===== src/rtl/wb_port_arbiter.sv =====
// wb_port_arbiter: shares the register-file write port between the ALU (0),
// MUL (1) and MEM (2) completion pipelines. The oldest valid completion,
// measured as ROB distance from the head, is registered into a one-entry
// writeback buffer. A downstream stall can hold that buffer.
module wb_port_arbiter #(
  parameter int DATA_W = 16,
  parameter int REG_W  = 3,
  parameter int ROB_W  = 3
) (
  input  logic                clk,
  input  logic                reset,      // synchronous, active-low
  input  logic [2:0]          req_valid,
  output logic [2:0]          req_ready,
  input  logic [3*DATA_W-1:0] req_data,
  input  logic [3*REG_W-1:0]  req_dest,
  input  logic [2:0]          req_we,
  input  logic [3*ROB_W-1:0]  req_rob,
  input  logic [3*DATA_W-1:0] req_pc,
  input  logic [5:0]          req_ex,
  input  logic [ROB_W-1:0]    rob_head,
  input  logic                flush,
  input  logic                wb_stall,
  output logic                wb_valid,
  output logic [DATA_W-1:0]   wb_result,
  output logic [REG_W-1:0]    wb_dest,
  output logic                wb_we,
  output logic [ROB_W-1:0]    wb_rob,
  output logic [DATA_W-1:0]   wb_pc,
  output logic [1:0]          wb_ex,
  output logic                wb_enable,
  output logic [1:0]          grant_id
);

  typedef enum logic [1:0] {
    EMPTY   = 2'd0,
    FULL    = 2'd1,
    STALLED = 2'd2
  } state_e;

  state_e              state_q, state_d;
  logic [DATA_W-1:0]   data_q,  data_d;
  logic [REG_W-1:0]    dest_q,  dest_d;
  logic                we_q,    we_d;
  logic [ROB_W-1:0]    rob_q,   rob_d;
  logic [DATA_W-1:0]   pc_q,    pc_d;
  logic [1:0]          ex_q,    ex_d;
  logic [1:0]          gid_q,   gid_d;

  logic [ROB_W-1:0]    age [3];
  logic                win_valid;
  logic [1:0]          win_idx;
  logic [ROB_W-1:0]    best_age;
  logic                accept;
  logic                transfer;

  // Age of each requester: ROB distance from the head, wrapping modulo the ROB size.
  always_comb begin
    for (int i = 0; i < 3; i++) begin
      age[i] = req_rob[i*ROB_W +: ROB_W] - rob_head;
    end
  end

  // Oldest valid requester wins; the strict compare leaves ties with the lower index.
  always_comb begin
    // NOTE: every variable gets a default before any branch so no latch is inferred.
    win_valid = 1'b0;
    win_idx   = 2'd0;
    best_age  = '0;
    for (int i = 0; i < 3; i++) begin
      if (req_valid[i] && (!win_valid || age[i] < best_age)) begin
        win_valid = 1'b1;
        win_idx   = 2'(i);
        best_age  = age[i];
      end
    end
  end

  // Handshake: the buffer can take a new entry when empty or draining, never during a flush or reset.
  always_comb begin
    accept    = !flush && (state_q == EMPTY || !wb_stall);
    transfer  = reset && accept && win_valid;
    req_ready = transfer ? (3'b001 << win_idx) : 3'b000;
  end

  // Next-state and buffer contents: load on transfer, hold on stall, drain otherwise.
  always_comb begin
    state_d = state_q;
    data_d  = data_q;
    dest_d  = dest_q;
    we_d    = we_q;
    rob_d   = rob_q;
    pc_d    = pc_q;
    ex_d    = ex_q;
    gid_d   = gid_q;
    if (flush) begin
      state_d = EMPTY;
    end else if (state_q != EMPTY && wb_stall) begin
      state_d = STALLED;
    end else if (transfer) begin
      state_d = FULL;
      data_d  = req_data[win_idx*DATA_W +: DATA_W];
      dest_d  = req_dest[win_idx*REG_W +: REG_W];
      we_d    = req_we[win_idx];
      rob_d   = req_rob[win_idx*ROB_W +: ROB_W];
      pc_d    = req_pc[win_idx*DATA_W +: DATA_W];
      ex_d    = req_ex[win_idx*2 +: 2];
      gid_d   = win_idx;
    end else begin
      state_d = EMPTY;
    end
  end

  // State and buffer registers; reset clears everything and drops any held entry.
  always_ff @(posedge clk) begin
    // NOTE: sequential state uses non-blocking assignments so all flops update together.
    if (!reset) begin
      state_q <= EMPTY;
      data_q  <= '0;
      dest_q  <= '0;
      we_q    <= 1'b0;
      rob_q   <= '0;
      pc_q    <= '0;
      ex_q    <= '0;
      gid_q   <= 2'd3;
    end else begin
      state_q <= state_d;
      data_q  <= data_d;
      dest_q  <= dest_d;
      we_q    <= we_d;
      rob_q   <= rob_d;
      pc_q    <= pc_d;
      ex_q    <= ex_d;
      gid_q   <= gid_d;
    end
  end

  // Outputs to the WB stage register; write enable and grant are qualified by validity.
  always_comb begin
    wb_valid  = (state_q != EMPTY);
    wb_result = data_q;
    wb_dest   = dest_q;
    wb_we     = we_q && wb_valid;
    wb_rob    = rob_q;
    wb_pc     = pc_q;
    wb_ex     = ex_q;
    wb_enable = !wb_stall;
    grant_id  = wb_valid ? gid_q : 2'd3;
  end

endmodule


===== config.mk =====
export PLATFORM = sky130hd
export DESIGN_NAME = wb_port_arbiter
export DESIGN_NICKNAME = d
export VERILOG_FILES = /design/src/rtl/wb_port_arbiter.sv
export SDC_FILE = /design/constraint.sdc
export NUM_CORES = 1
export LEC_CHECK = 0
export ABC_AREA = 0
export BUFFER_PORTS_ARGS = -buffer_cell sky130_fd_sc_hd__buf_2
export CORE_AREA = 2 2 82 84
export DETAILED_ROUTE_END_ITERATION = 8
export DIE_AREA = 0 0 84 86
export PLACE_DENSITY_LB_ADDON = 0.2
export SYNTH_ARGS = -nofsm -noshare
export SYNTH_HDL_FRONTEND = slang
export SYNTH_SLANG_ARGS = --single-unit

===== constraint.sdc =====
create_clock -name clk -period 6.6 [get_ports clk]
set_input_delay 1.32 -clock clk [delete_from_list [all_inputs] [get_ports clk]]
set_output_delay 1.32 -clock clk [all_outputs]
set_load 0.02 [all_outputs]

==> flow_summary.toml, run 1 <==
[synthesis]
avgSynthCellArea_um2 = 9.92
postSynthCellCount = 262
netlist_area_um2 = 2600
ys_types = 38
syn_nets = 405
yosysWarnings = 0
synth.ff_latch_count = 45
yosysSeqAreaShare_pct = 34.7

[drt]
wl_um = 7640
wl_per_cell_um = 15.0
dr.pass1.iters = 4
via_per_inst = 5.27
drc = 0
dr.first_iter.drc_count = 86
drtAntennaViolNets = 0
vias = 2690

[clock_tree]
ctsRootBufferMaster = "clkbuf_8"
hold_buffers = 0
cts_buffers = 5
cts_max_level = 2
clk_latency_ns = 0.30
clkTransAtPathRegs_ns = 0.08
cts.repair_timing.setup_buffer_count = 0
clock-sinks = 45
clockBufferDepth = 2
cts_tree = "done"
cts_resized = 0

[worst_setup_path]
critical_path.top_delay_family = "adder cells"
regToRegStartpoint = "state_q[1]$_SDFF_PP0_"
crit_path_max_incr_delay_ns = 0.38
path_class = "input pin to primary output"
crit_start = "req_rob[0]"
cp.arrival_ns = 4.62
cp_slowest_cell = "fa_1"
path_cells = "buf_2, inv_1, ha_1, inv_1, fa_1, xor2_1, xnor2_1, nand2_1, ha_1, nand2_1, o211ai_4, nor2_1, a31oi_1, ha_1, a21oi_1, o21ai_1, a211oi_4, nand2b_4, nor2_1, buf_2"
crit_buf_inv = 4
worstPathMaxFanout = 7
cp-start-kind = "input pin"
endpoint_kind = "primary output"
cp.required_ns = 5.28
cp_common_cell = "ha_1"

[timing]
maxSlewViolCount = 0
period_needed_ns = 5.94
tightest_slew_ns = 0.847
max_slew_margin_pct = 43.5
setup_violations = 0
fin_tns_setup_ns = 0
fmax_ghz = 0.168
rsz0062_at_grt = "no"
skew_ns = 0.00991
hold_viol = 0
whs_ns = 0.467
finalCritPeriodShare_pct = 90.1

[placed_design]
port_buffers = 180
place_hpwl_um = 5780
place.gp.congestion = 0.843

[min_path]
hp-class = "flop to flop"
min_from = "wb_rob[0]$_SDFFE_PN0P_"

[floorplanning]
die_w_um = 84
rows = 29
die_h_um = 86
core_area_um2 = 6280
ios = 181
dieArea_um2 = 7220
start_util_pct = 41.4

[global_route]
grt_pass1_vias = 2573
grtUsageMet1_pct = 23.6
busiest_layer = "met2"
grt_pass1_wl_um = 12000
grt_antenna_before_repair = 0
grt_max_degree = 43
globalRouteTotalUtil_pct = 20.3
use_met2_pct = 35.9
grt_overflow = 0
grtUsageMet3_pct = 6.45

[outcome]
status = "finished, final reports clean"

[layout]
finalNetCount = 575
area_growth_pct = 37.8
antennaDiodeCount = 0
layout-drive-gt1-share_pct = 49.0

[pwr]
ir_drop_mv = 0.106
leakagePower_nw = 1.86
power.density_nw_per_um2 = 237

[run]
max-cap-violations = 0
## report_power, final
group | switching, W | internal [W]
Combinational | 0.000200 | 0.000142
Sequential | 0.0000200 | 0.000314
Clock | 0.0000991 | 0.0000752
## worst min-delay path, stage by stage, from the launching register on
cell and delay, ns:
dfxtp_1 0.33, a32oi_1 0.07, o21ai_2 0.05
## Yosys cell counts
| cell | number | area [um2] |
|---|---|---|
| or3_1 | 1 | 6.26 |
| nor2_2 | 1 | 6.26 |
| ha_1 | 7 | 87.6 |
| a21boi_1 | 1 | 7.51 |
| xor2_1 | 3 | 26.3 |
| o21a_1 | 1 | 7.51 |
| buf_6 | 6 | 67.6 |
| a211oi_4 | 1 | 20.0 |
| a32oi_1 | 41 | 359 |
| nand4_1 | 1 | 6.26 |
| nand4b_1 | 1 | 8.76 |
| buf_1 | 2 | 7.51 |
| nand3_1 | 1 | 5.00 |
| nand2b_4 | 1 | 13.8 |
| nand3b_1 | 1 | 7.51 |
| buf_2 | 5 | 25.0 |
| or2_2 | 1 | 6.26 |
| a31oi_1 | 2 | 12.5 |
| a211o_1 | 1 | 8.76 |
| clkbuf_1 | 4 | 15.0 |
| inv_1 | 11 | 41.3 |
| nor3_2 | 1 | 10.0 |
| fa_1 | 3 | 60.1 |
| a21oi_1 | 3 | 15.0 |
| o21ai_2 | 10 | 87.6 |
| mux2i_1 | 41 | 410 |
| o211ai_2 | 1 | 12.5 |
| o21ai_0 | 1 | 5.00 |
| nand2_1 | 7 | 26.3 |
| xnor2_1 | 3 | 26.3 |
| dfxtp_1 | 45 | 901 |
| and2_1 | 4 | 25.0 |
| nand2b_1 | 3 | 18.8 |
| nor2_1 | 3 | 11.3 |
| o21ai_1 | 33 | 165 |
| o211ai_1 | 1 | 7.51 |
| buf_4 | 7 | 52.6 |
| nor2b_1 | 3 | 18.8 |
## per-stage QoR
stage / total power, W / area [um2] / instances / util (%) / setup slack (ns)
detailed placement: 0.000684 / 3490 / 502 / 55.6 / 0.680
CTS: 0.000860 / 3580 / 510 / 57.0 / 0.656
global route: 0.000904 / 3580 / 510 / 57.0 / 0.436
global placement: 0.000678 / 3490 / 502 / 55.6 / 0.766
finish: 0.000850 / 3580 / 510 / 57.0 / 0.656
floorplan: 0.000568 / 2600 / 262 / - / 0.683
## layer usage
layer / share of wire [%] / wire (um) / vias up
li1: - / - / 1338
met1: 40 / 3050 / 1214
met3: 8.8 / 673 / 6
met2: 50 / 3840 / 132
met4: 0.92 / 70 / 0
met5: 0 / 0 / -
## area by class of cell
cell class | count | area, um2
timing repair buffer | 187 | 953
tap | 77 | 96.3
clock buffer | 5 | 68.8
multi-input combinational | 182 | 1500
fill | 603 | 2700
clock inverter | 3 | 21.3
sequential | 45 | 901
inverter | 11 | 41.3
## path summary, 6_finish.rpt
check,endpoint,slack (ns),depth (start not counted)
hold / removal,wb_rob[0]$_SDFFE_PN0P_,0.47,2
setup / recovery,req_ready[1],0.66,20
hold reg to reg,wb_rob[0]$_SDFFE_PN0P_,0.47,2
setup reg to reg,wb_result[11]$_SDFFE_PN0P_,4.73,6
## flip-flops by register name, indices dropped and copies added (netlist names)
signal,count
gid_q,2
state_q,2
wb_dest,3
wb_ex,2
wb_pc,16
wb_result,16
wb_rob,3
we_q,1
## logic make-up after synthesis
kind of cell | synth area share, %
AO/OA/AOI/OAI | 27.3
flip-flops | 34.7
multiplexers | 15.8
buffers and inverters | 8.04
AND/OR/NAND/NOR | 6.55
adder cells (fa/ha/maj) | 5.68
XOR/XNOR | 2.02
## placed cells by master, fill, tap and decap left out, drive strengths merged
cell      count
clkinvlp      1
nand4b        1
xnor2         3
mux2i        41
nand2b        4
clkbuf        5
xor2          3
o211ai        2
a211oi        1
or3           1
dfxtp        45
a21oi         3
ha            7
clkinv        1
nand4         1
a32oi        41
buf         187
o21ai        44
and2          4
o21a          1
inv          12
a211o         1
nor2b         3
nand3b        1
or2           1
a21boi        1
nand2         7
a31oi         2
nand3         1
nor3          1
fa            3
nor2          4
(Power assumes the default switching activity.)
==> inputs of run 2 (changes only) <==
- CORE_AREA: 2 2 82 84 -> 2 2 75 92
- DIE_AREA: 0 0 84 86 -> 0 0 77 94
==> run 2 against run 1 <==
- fmax is 2.7% lower
- die area is 0.19% higher
- final cell count is 1.6% higher
- non-clock buffer count stayed put
- cell area is 0.84% higher
- critical path type unchanged
- critical endpoint is now req_ready[2]
- largest cell class unchanged
- largest power group unchanged
==> flow_summary.toml, run 2 (synthesis results as in run 1) <==
[timing]
fin_tns_setup_ns = 0
rsz0062_at_grt = "no"
maxSlewViolCount = 0
fmax_ghz = 0.164
period_needed_ns = 6.11
hold_viol = 0
finalCritPeriodShare_pct = 92.6
max_slew_margin_pct = 52.7
tightest_slew_ns = 0.709
fin_ws_ns = 0.489
skew_ns = 0.00686
setup_violations = 0

[worst_setup_path]
path_class = "input pin to primary output"
cp.required_ns = 5.28
crit_start = "req_rob[0]"
crit_buf_inv = 5
cp.arrival_ns = 4.79
cp-start-kind = "input pin"
cp_slowest_cell = "fa_1"
worstPathMaxFanout = 20
endpoint_kind = "primary output"
crit_path_max_incr_delay_ns = 0.37
path_cells = "buf_2, inv_1, ha_1, inv_1, fa_1, xor2_1, xnor2_1, nand2_1, ha_1, nand2_1, o211ai_4, nor2_1, a31oi_1, ha_1, a21oi_1, o21ai_1, a211oi_4, buf_4, and2_1, buf_2"
regToRegStartpoint = "state_q[1]$_SDFF_PP0_"
cp_common_cell = "ha_1"
critical_path.top_delay_family = "adder cells"

[floorplanning]
die_w_um = 77
ios = 181
die_h_um = 94
start_util_pct = 41.1
dieArea_um2 = 7240
core_area_um2 = 6330
rows = 32

[clock_tree]
cts_resized = 0
ctsRootBufferMaster = "clkbuf_8"
cts_max_level = 2
clk_latency_ns = 0.30
clockBufferDepth = 2
clock-sinks = 45
hold_buffers = 0
clkTransAtPathRegs_ns = 0.09
cts.repair_timing.setup_buffer_count = 0
cts_buffers = 5
cts_tree = "done"

[pwr]
cellInternalPower_w = 0.000568
p_total_w = 0.000886
p_comb_share_pct = 38.5
seq_power_share_pct = 37.8
swShare_pct = 35.8
power.density_nw_per_um2 = 245
power_switching_w = 0.000318
ir_drop_mv = 0.109
p_clk_share_pct = 23.7
leakagePower_nw = 1.87

[global_route]
globalRouteTotalUtil_pct = 21.3
grt_pass1_vias = 2656
grt_max_degree = 43
grt_pass1_wl_um = 12300
grt_overflow = 0
grt_antenna_before_repair = 0

[drt]
wl_um = 7750
via_per_inst = 5.14
dr.first_iter.drc_count = 77
wl_per_cell_um = 15.0
dr.pass1.iters = 4
drc = 0
vias = 2661
drtAntennaViolNets = 0

[min_path]
min_from = "wb_dest[0]$_SDFFE_PN0P_"
hp-class = "flop to flop"

[layout]
antennaDiodeCount = 0
layout-drive-gt1-share_pct = 48.5
layout_commonest_cell = "buf_2"
finalNetCount = 575
final_cell_mix = "buf_2 (180), dfxtp_1 (45), mux2i_1 (41), a32oi_1 (41), o21ai_1 (33)"
area_growth_pct = 39.0

[run]
max-cap-violations = 0

[outcome]
status = "finished, final reports clean"

[placed_design]
place_hpwl_um = 5980
place.gp.congestion = 0.899
port_buffers = 180
dp_slack_ns = 0.489
## run 2: power by group through the flow
stage	sequential [W]	clock [W]	combinational [W]
floorplan	0.000388	0	0.000180
global placement	0.000339	0	0.000338
detailed placement	0.000340	0	0.000344
CTS	0.000334	0.000217	0.000345
global route	0.000340	0.000228	0.000373
finish	0.000335	0.000210	0.000341
## run 2: worst reg2reg max path: cells and delay by family, from the launching register on
kind | cells | cell delay, ns
AOI/OAI and AO/OA | 3 | 0.30
and+or+nand+nor | 2 | 0.74
DFF | 1 | 0.33
buffers and inverters | 1 | 0.39
## run 2: path summary, 6_finish.rpt
kind	end	cells after the start	slack, ns
min reg2reg	wb_dest[0]$_SDFFE_PN0P_	2	0.47
max	req_ready[2]	20	0.49
max reg2reg	we_q$_SDFFE_PN0P_	6	4.77
min	wb_dest[0]$_SDFFE_PN0P_	2	0.47
## run 2: metrics by stage
stage	util, %	instance area, um2	hold WS [ns]	instances
3_5_place_dp	55.3	3500	0.451	510
4_1_cts	57.1	3610	0.473	518
2_1_floorplan	-	2600	0.429	262
3_3_place_gp	55.3	3500	0.446	510
5_1_grt	57.1	3610	0.501	518
6_report	57.1	3610	0.468	518
## run 2: layout make-up
class	count	area, um2
Fill cell	603	2720
Multi-Input combinational cell	182	1500
Timing Repair Buffer	187	953
Sequential cell	45	901
Tap cell	85	106
Clock buffer	6	72.6
Inverter	11	41.3
Clock inverter	2	38.8
## run 2: metal layers
metal / track usage (%) / routed length (um) / up-vias / part of all wire (%)
li1: - / - / 1336 / -
met1: 23.5 / 3010 / 1197 / 39
met2: 40.1 / 4030 / 118 / 52
met3: 5.38 / 562 / 10 / 7.2
met4: 6.40 / 143 / 0 / 1.8
met5: 0 / 0 / - / 0
==> inputs of run 3 (changes only) <==
- RECOVER_POWER: unset -> 25
==> run 3 against run 2 <==
- via count up 0.71%
- global-route usage is the same
- clock power about the same
- non-clock buffer count is the same
- final cell count stayed put
- worst hold slack improved by 0.0031 ns
- utilization down 0.45 points
- combinational power decreased by 2%
- flip-flop and latch count did not move
- die area is the same
- critical endpoint unchanged
- largest cell class unchanged
- highest routed layer unchanged
==> flow_summary.toml, run 3 (synthesis results as in run 1) <==
[timing]
finalCritPeriodShare_pct = 93.1
fin_tns_setup_ns = 0
hold_viol = 0
setup_violations = 0
tightest_slew_ns = 0.700
rsz0062_at_grt = "no"
max_slew_margin_pct = 53.3
fmax_ghz = 0.163
maxSlewViolCount = 0
skew_ns = 0.00812
period_needed_ns = 6.15

[global_route]
use_met2_pct = 40.1
grt_pass1_vias = 2656
grtUsageMet3_pct = 5.38
grt_overflow = 0
grt_pass1_wl_um = 12300
grt_antenna_before_repair = 0
busiest_layer = "met2"
globalRouteTotalUtil_pct = 21.3
grtUsageMet1_pct = 23.5
grt_max_degree = 43

[floorplanning]
rows = 32
dieArea_um2 = 7240
ios = 181
die_w_um = 77
start_util_pct = 41.1
die_h_um = 94
core_area_um2 = 6330

[worst_setup_path]
cp_slowest_cell = "fa_1"
r2r_slack_ns = 4.77
path_cells = "buf_2, inv_1, ha_1, inv_1, fa_1, xor2_1, xnor2_1, nand2_1, ha_1, nand2_1, o211ai_4, nor2_1, a31oi_1, ha_1, a21oi_1, o21ai_1, a211oi_4, buf_4, and2_1, buf_2"
critical_path.top_delay_family = "adder cells"
crit_buf_inv = 5
timing.rr.end = "we_q$_SDFFE_PN0P_"
r2r_cells = 6
cp.arrival_ns = 4.83
cp.required_ns = 5.28
cp_common_cell = "ha_1"
cp-start-kind = "input pin"
path_class = "input pin to primary output"
endpoint_kind = "primary output"
regToRegStartpoint = "state_q[1]$_SDFF_PP0_"
crit_path_max_incr_delay_ns = 0.37
worstPathMaxFanout = 20

[clock_tree]
cts_tree = "done"
cts_max_level = 2
clock-sinks = 45
cts_buffers = 5
cts_resized = 0
clockBufferDepth = 2
cts.repair_timing.setup_buffer_count = 0
ctsRootBufferMaster = "clkbuf_8"
clk_latency_ns = 0.30
hold_buffers = 0
clkTransAtPathRegs_ns = 0.08

[drt]
wl_um = 7740
via_per_inst = 5.17
dr.first_iter.drc_count = 74
drtAntennaViolNets = 0
wl_per_cell_um = 14.9
drc = 0
vias = 2680
dr.pass1.iters = 4

[placed_design]
place.gp.congestion = 0.899
port_buffers = 180
place_hpwl_um = 5980

[layout]
area_growth_pct = 37.8
layout-drive-gt1-share_pct = 43.2
finalNetCount = 575
layout_commonest_cell = "buf_2"
antennaDiodeCount = 0
final_cell_mix = "buf_2 (157), dfxtp_1 (45), mux2i_1 (41), a32oi_1 (41), o21ai_1 (33)"

[pwr]
ir_drop_mv = 0.109
power.density_nw_per_um2 = 246
leakagePower_nw = 1.78
p_total_w = 0.000880

[min_path]
hp-class = "flop to flop"
whs_path_depth = 2
hold_end = "gid_q[1]$_SDFFE_PN1P_"
min_from = "gid_q[1]$_SDFFE_PN1P_"

[run]
max-cap-violations = 0

[outcome]
status = "finished, final reports clean"
[run 3: layout make-up]
type / instances / area (um2)
repair buffers: 187 / 925
inverters: 11 / 41.3
well taps: 85 / 106
clock inverters: 2 / 38.8
flip-flops and latches: 45 / 901
multi-input cells: 182 / 1500
fillers: 614 / 2740
clock buffers: 6 / 72.6
[run 3: worst max-delay path by stage]
stage / start / end / depth (start not counted) / slack [ns]
after floorplan: req_rob[0] / req_ready[1] / 19 / 0.68
after global placement: req_rob[0] / req_ready[2] / 20 / 0.61
after detailed placement: req_rob[0] / req_ready[2] / 20 / 0.49
after CTS: req_rob[0] / req_ready[2] / 20 / 0.48
after global routing: req_rob[0] / req_ready[2] / 20 / 0.11
final: req_rob[0] / req_ready[2] / 20 / 0.45
[run 3: report_power, final]
group          internal [W]  switching [W]
combinational      0.000135       0.000200
clock              0.000114      0.0000964
sequential         0.000314      0.0000212
total              0.000563       0.000318
[run 3: routing by layer]
metal,vias up,part of all wire [%]
li1,1335,-
met3,9,7.8
met1,1211,38
met4,0,1.8
met5,-,0
met2,125,52
[run 3: stage by stage]
stage | hold WS (ns) | setup WS (ns) | cells | area (um2) | utilization [%]
after floorplan | 0.429 | 0.683 | 262 | 2600 | -
after global placement | 0.446 | 0.609 | 510 | 3500 | 55.3
after detailed placement | 0.451 | 0.489 | 510 | 3500 | 55.3
after CTS | 0.473 | 0.482 | 518 | 3610 | 57.1
after global routing | 0.503 | 0.113 | 518 | 3580 | 56.6
final | 0.471 | 0.453 | 518 | 3580 | 56.6
[run 3: worst register-to-register path, cell delays in order, from the launching register on]
cell and delay, ns:
dfxtp_1 0.33, o21ai_1 0.10, nand3_1 0.13, and2_1 0.60, buf_4 0.40, a32oi_1 0.09
o21ai_1 0.11
